[config.mk]
export PLATFORM = sky130hd
export DESIGN_NAME = execute_divider
export DESIGN_NICKNAME = d
export VERILOG_FILES = /design/src/rtl/execute_divider_pkg.sv /design/src/rtl/execute_divider_div_step.sv /design/src/rtl/execute_divider.sv
export SDC_FILE = /design/constraint.sdc
export NUM_CORES = 1
export LEC_CHECK = 0
export CAP_MARGIN = 20
export CORE_ASPECT_RATIO = 2
export CORE_MARGIN = 1.5
export CORE_UTILIZATION = 35
export CTS_CLUSTER_DIAMETER = 100
export DETAILED_ROUTE_END_ITERATION = 10
export PLACE_DENSITY = 0.64
export SETUP_SLACK_MARGIN = 0.3
export SYNTH_ARGS = -nofsm -noshare
export SYNTH_HDL_FRONTEND = slang
export SYNTH_SLANG_ARGS = --single-unit
[constraint.sdc]
create_clock -name clk -period 7.12 [get_ports clk]
set_clock_uncertainty 0.05 [all_clocks]
set_input_delay 1.78 -clock clk [delete_from_list [all_inputs] [get_ports clk]]
set_output_delay 1.78 -clock clk [all_outputs]
set_load 0.05 [all_outputs]
[src/rtl/execute_divider_pkg.sv]
// Shared definitions for the execute-stage divider: word sizes, FSM states,
// counter sizing and the LEGv8 divide opcode encodings used by decode/execute.
`ifndef WORD
`define WORD 64
`endif
`ifndef INSTR_LEN
`define INSTR_LEN 32
`endif

package execute_divider_pkg;

  typedef enum logic [1:0] {IDLE, CALC, FIX, DONE} div_state_t;

  localparam int DIV_WIDTH = `WORD;

  // Counter must hold the value WIDTH itself, hence WIDTH+1.
  function automatic int cnt_width(input int w);
    return $clog2(w + 1);
  endfunction

  localparam int DIV_CNT_W = $clog2(DIV_WIDTH + 1);

  // UDIV and SDIV share the R-format opcode; the shamt field selects the flavour.
  localparam logic [10:0] OPC_DIV    = 11'b10011010110;
  localparam logic [5:0]  SHAMT_SDIV = 6'b000010;
  localparam logic [5:0]  SHAMT_UDIV = 6'b000011;

endpackage

[src/rtl/execute_divider_div_step.sv]
// One restoring shift-subtract iteration: shifts {rem, dvd} left and retires
// one quotient bit into the LSB of dvd.
import execute_divider_pkg::*;

module div_step #(
  parameter int WIDTH = `WORD
) (
  input  logic [WIDTH-1:0] rem_i,
  input  logic [WIDTH-1:0] dvd_i,
  input  logic [WIDTH-1:0] dvs_i,
  output logic [WIDTH-1:0] rem_o,
  output logic [WIDTH-1:0] dvd_o
);

  logic [WIDTH:0]   rem_sh;
  logic [WIDTH-1:0] diff;
  logic             ge;

  always_comb begin
    // The shifted remainder can exceed WIDTH bits, but after a successful
    // subtract it is always below dvs, so the low WIDTH bits of the difference suffice.
    rem_sh = {rem_i, dvd_i[WIDTH-1]};
    ge     = (rem_sh >= {1'b0, dvs_i});
    diff   = rem_sh[WIDTH-1:0] - dvs_i;
    rem_o  = ge ? diff : rem_sh[WIDTH-1:0];
    dvd_o  = {dvd_i[WIDTH-2:0], ge};
  end

endmodule

[src/rtl/execute_divider.sv]
// Multi-cycle UDIV/SDIV unit: start/done handshake around a one-bit-per-cycle
// restoring divider, with sign fix-up and LEGv8 divide-by-zero results.
import execute_divider_pkg::*;

module execute_divider #(
  parameter int WIDTH = `WORD
) (
  input  logic             clk,
  input  logic             reset,
  input  logic             start,
  input  logic             is_signed,
  input  logic [WIDTH-1:0] dividend,
  input  logic [WIDTH-1:0] divisor,
  output logic             busy,
  output logic             done,
  output logic [WIDTH-1:0] quotient,
  output logic [WIDTH-1:0] remainder,
  output logic             div_by_zero
);

  localparam int CW = cnt_width(WIDTH);

  div_state_t       state_q, state_d;
  logic [CW-1:0]    cnt_q, cnt_d;
  logic [WIDTH-1:0] rem_q, rem_d;
  logic [WIDTH-1:0] dvd_q, dvd_d;
  logic [WIDTH-1:0] dvs_q, dvs_d;
  logic             sign_a_q, sign_a_d;
  logic             sign_b_q, sign_b_d;
  logic [WIDTH-1:0] quot_q, quot_d;
  logic [WIDTH-1:0] remo_q, remo_d;
  logic             dbz_q, dbz_d;

  logic [WIDTH-1:0] step_rem, step_dvd;

  div_step #(.WIDTH(WIDTH)) u_step (
    .rem_i (rem_q),
    .dvd_i (dvd_q),
    .dvs_i (dvs_q),
    .rem_o (step_rem),
    .dvd_o (step_dvd)
  );

  always_ff @(posedge clk or negedge reset) begin
    if (!reset) begin
      state_q  <= IDLE;
      cnt_q    <= '0;
      rem_q    <= '0;
      dvd_q    <= '0;
      dvs_q    <= '0;
      sign_a_q <= 1'b0;
      sign_b_q <= 1'b0;
      quot_q   <= '0;
      remo_q   <= '0;
      dbz_q    <= 1'b0;
    end else begin
      state_q  <= state_d;
      cnt_q    <= cnt_d;
      rem_q    <= rem_d;
      dvd_q    <= dvd_d;
      dvs_q    <= dvs_d;
      sign_a_q <= sign_a_d;
      sign_b_q <= sign_b_d;
      quot_q   <= quot_d;
      remo_q   <= remo_d;
      dbz_q    <= dbz_d;
    end
  end

  always_comb begin
    state_d  = state_q;
    cnt_d    = cnt_q;
    rem_d    = rem_q;
    dvd_d    = dvd_q;
    dvs_d    = dvs_q;
    sign_a_d = sign_a_q;
    sign_b_d = sign_b_q;
    quot_d   = quot_q;
    remo_d   = remo_q;
    dbz_d    = dbz_q;

    unique case (state_q)
      IDLE: begin
        if (start) begin
          if (divisor == '0) begin
            state_d = DONE;
            quot_d  = '0;
            remo_d  = dividend;
            dbz_d   = 1'b1;
          end else begin
            // Sign latches are pre-gated so FIX needs no knowledge of is_signed.
            // |MIN| stays 2^(WIDTH-1) as an unsigned magnitude.
            sign_a_d = is_signed & dividend[WIDTH-1];
            sign_b_d = is_signed & divisor[WIDTH-1];
            dvd_d    = sign_a_d ? ('0 - dividend) : dividend;
            dvs_d    = sign_b_d ? ('0 - divisor) : divisor;
            rem_d    = '0;
            cnt_d    = CW'(WIDTH);
            state_d  = CALC;
          end
        end
      end
      CALC: begin
        rem_d = step_rem;
        dvd_d = step_dvd;
        cnt_d = cnt_q - CW'(1);
        if (cnt_q == CW'(1)) state_d = FIX;
      end
      FIX: begin
        quot_d  = (sign_a_q ^ sign_b_q) ? ('0 - dvd_q) : dvd_q;
        remo_d  = sign_a_q ? ('0 - rem_q) : rem_q;
        dbz_d   = 1'b0;
        state_d = DONE;
      end
      DONE: state_d = IDLE;
      default: state_d = IDLE;
    endcase
  end

  assign busy        = (state_q != IDLE);
  assign done        = (state_q == DONE);
  assign quotient    = quot_q;
  assign remainder   = remo_q;
  assign div_by_zero = dbz_q;

endmodule
==> flow_summary.json <==
{
  "powerDensity_nw_per_um2": 138,
  "worst_slew_pin_slew_ps": 1080,
  "post_cts_buffers": 0,
  "route.final.wire_length_mm": 78.1,
  "initial_core_util_pct": 35.3,
  "period_needed_ps": 5170,
  "grt_pass1_wl_mm": 121,
  "maxSlewViolCount": 0,
  "io_pins": 263,
  "setup_viol": 0,
  "synth_area_um2": 23200,
  "period_share_pct": 72.7,
  "async_reset_ff_share_pct": 100,
  "antenna_left": 0,
  "cts.sinks": 332,
  "p_total_mw": 3.81,
  "seqPwrFrac_pct": 49.5,
  "gp_congestion": 0.944,
  "clockBufferDepth": 3,
  "worstPathMaxFanout": 7,
  "numCtsBuffers": 31,
  "peakVddDrop_v": 0.000158,
  "switching_share_pct": 24.1,
  "cp.arrival_ps": 5580,
  "drive_gt1_share_pct": 4.32,
  "maxCapViolCount": 0,
  "yosysSeqAreaShare_pct": 35.8,
  "clkPwrFrac_pct": 43.1,
  "min_path_type": "flip-flop to flip-flop",
  "combPwrFrac_pct": 7.4,
  "ys.flop_type": "dfrtp_1",
  "vias": 21400,
  "cp_slowest_cell": "nor4_1",
  "leakagePower_nw": 11.3,
  "synthDistinctLibCells": 81,
  "r2r_start": "rem_q[17]",
  "ff2ff_path_depth": 11,
  "cts_tree": "built",
  "p_sw_mw": 0.918,
  "cts_root_buffer": "clkbuf_16",
  "yosysTopAreaCellShare_pct": 35.8,
  "worstPathCellList": "clkdlybuf4s50_1 > nor4_1 > nand3_1 > nor3_1 > and2_0 > nand3_1 > nor4_1 > nor2_1 > xor2_1 > mux2i_1 > o21ai_0",
  "port_buffers": 262,
  "firstDrtPassIters": 7,
  "n_fill_cell": 6679,
  "clk_pin_slew_ps": 70,
  "rsz0062_at_grt": "no",
  "worstSetupEndpointType": "flip-flop",
  "critPathMaxStageDelay_ps": 680,
  "worst_r2r_endpoint": "rem_q[60]",
  "synthCells": 2928,
  "rrSetupSlack_ps": 2510,
  "synth_edf_count": 0,
  "critPathCapture": "dvd_q[48]",
  "cp-startpoint": "dividend[2]",
  "setup_slack_ps": 1950,
  "final_cell_mix": "nand2_1, dfrtp_1, o21ai_0, clkdlybuf4s50_1, a21oi_1",
  "grt_pass1_vias": 21200,
  "coreArea_um2": 65700,
  "area_growth_pct": 19.3,
  "final_core_util_pct": 42.1,
  "ys_warn_count": 0,
  "outcome": "complete, no violations",
  "grt-ovfl-total": 0,
  "drc_errors": 0,
  "vias_per_cell": 5.34,
  "p_int_mw": 2.90,
  "grt_max_degree": 111,
  "synth_top_area_cell": "dfrtp_1",
  "synthTopCellsByArea": "dfrtp_1, nand2_1, xnor2_1",
  "die_width_um": 185,
  "dieArea_um2": 68000,
  "synth_nets": 3136,
  "slew_headroom_pct": 26.9,
  "ys_ff_latch": 332,
  "cts_max_level": 1,
  "final-hold-violation-count": 0,
  "grtUsageTotal_pct": 22.8,
  "ctsResizeCount": 0,
  "final_common_cell": "nand2_1",
  "dpl.hpwl_mm": 62.3,
  "antenna_found_initial": 4,
  "fin_nets": 3313,
  "crit_required_ps": 7530,
  "finalSetupTns_ps": 0,
  "cp-start-kind": "input port",
  "worstSkewPairLatency_ps": 600,
  "hold_buffers": 0,
  "postSynthAreaPerCell_um2": 7.93,
  "rows": 133,
  "max_freq_mhz": 193,
  "wl_per_cell_um": 19.5,
  "die_y_um": 367,
  "place_ws_ps": 1360,
  "critPathKind": "input port to flip-flop",
  "drtIter0Drc": 1097
}
==> metal layers <==
| layer | routed length [um] | global-route usage, % |
|---|---|---|
| met1 | 30500 | 25.4 |
| met2 | 40800 | 42.4 |
| met3 | 2780 | 1.83 |
| met4 | 4070 | 11.8 |
| met5 | 0 | 0 |
==> metrics by stage <==
stage | cell area (um2) | instances | hold slack [ps]
after floorplan | 23200 | 2928 | 400
after global placement | 26700 | 3948 | 411
after detailed placement | 26700 | 3948 | 418
after CTS | 27700 | 3999 | 433
after global routing | 27700 | 4001 | 450
final | 27700 | 4003 | 424
==> cells in the mapped netlist (5+ instances only) <==
| cell type | count |
|---|---|
| buf_1 | 6 |
| a31oi_1 | 11 |
| nand2b_1 | 20 |
| nand4_1 | 27 |
| o21ai_1 | 5 |
| inv_1 | 127 |
| a221o_1 | 7 |
| a211oi_1 | 8 |
| o21a_1 | 6 |
| o21ai_0 | 328 |
| clkbuf_1 | 113 |
| nor2_1 | 186 |
| a21oi_1 | 231 |
| buf_4 | 9 |
| a41oi_1 | 5 |
| and3_1 | 16 |
| buf_2 | 34 |
| nor4_1 | 34 |
| nor3_1 | 58 |
| and2_1 | 8 |
| mux2i_1 | 39 |
| o21bai_1 | 15 |
| xnor2_1 | 199 |
| or4_1 | 25 |
| o31ai_1 | 92 |
| o22ai_1 | 8 |
| a22oi_1 | 12 |
| ha_1 | 75 |
| o41ai_1 | 21 |
| nand3_1 | 118 |
| or3_1 | 41 |
| a21o_1 | 23 |
| nand2_1 | 497 |
| dfrtp_1 | 332 |
| xor2_1 | 107 |
| o211ai_1 | 8 |
| or2_2 | 5 |
| nor2b_1 | 6 |
==> state kept, by name, summed over array words and instances (netlist names) <==
register     count
rem_q           64
sign_a_q         1
div_by_zero      1
state_q          2
sign_b_q         1
dvs_q           64
remainder       64
dvd_q           64
quotient        64
cnt_q            7
==> kinds of logic (layout without fill, tap and decap cells) <==
| kind of cell | count (synthesis) | count (layout) | share of synthesized area [%] |
|---|---|---|---|
| compound gates | 808 | 808 | 20.4 |
| xor+xnor | 306 | 306 | 11.5 |
| fa+ha+maj | 76 | 76 | 4.13 |
| buf+inv | 292 | 487 | 5.08 |
| flops | 332 | 332 | 35.8 |
| mux | 42 | 42 | 1.83 |
| other cells | 0 | 3 | 0 |
| simple gates | 1072 | 1072 | 21.3 |
==> power by group through the flow <==
stage / clock network (mW) / logic, mW / registers (mW)
floorplan: 0 / 0.0991 / 1.92
global placement: 0 / 0.284 / 1.92
detailed placement: 0 / 0.285 / 1.92
CTS: 1.69 / 0.286 / 1.89
global route: 1.75 / 0.309 / 1.88
finish: 1.65 / 0.282 / 1.89
==> worst max-delay path, delay by kind of cell <==
| kind | cells | cell delay, ps |
|---|---|---|
| AO/OA/AOI/OAI | 1 | 80 |
| XOR/XNOR | 1 | 170 |
| buffers and inverters | 1 | 590 |
| multiplexers | 1 | 130 |
| AND/OR/NAND/NOR | 7 | 2820 |
==> cell type report <==
| cell class | count | area [um2] | share of cell area (%) |
|---|---|---|---|
| multi-input combinational | 2304 | 13800 | 49.8 |
| timing repair buffer | 307 | 3050 | 11.0 |
| tap | 877 | 1100 | 3.96 |
| inverter | 129 | 484 | 1.75 |
| clock buffer | 42 | 877 | 3.17 |
| antenna | 3 | 7.51 | 0.0271 |
| sequential | 332 | 8310 | 30.0 |
| clock inverter | 9 | 72.6 | 0.262 |
==> worst min-delay path by stage <==
stage	from	end	slack [ps]	cells after the start
floorplan	dvs_q[34]	dvs_q[34]	400	2
global placement	dvs_q[56]	dvs_q[56]	410	2
detailed placement	quotient[51]	quotient[51]	420	2
CTS	quotient[54]	quotient[54]	430	2
global route	remainder[23]	remainder[23]	450	2
finish	quotient[54]	quotient[54]	420	2
Power figures use the tool's default switching activity.
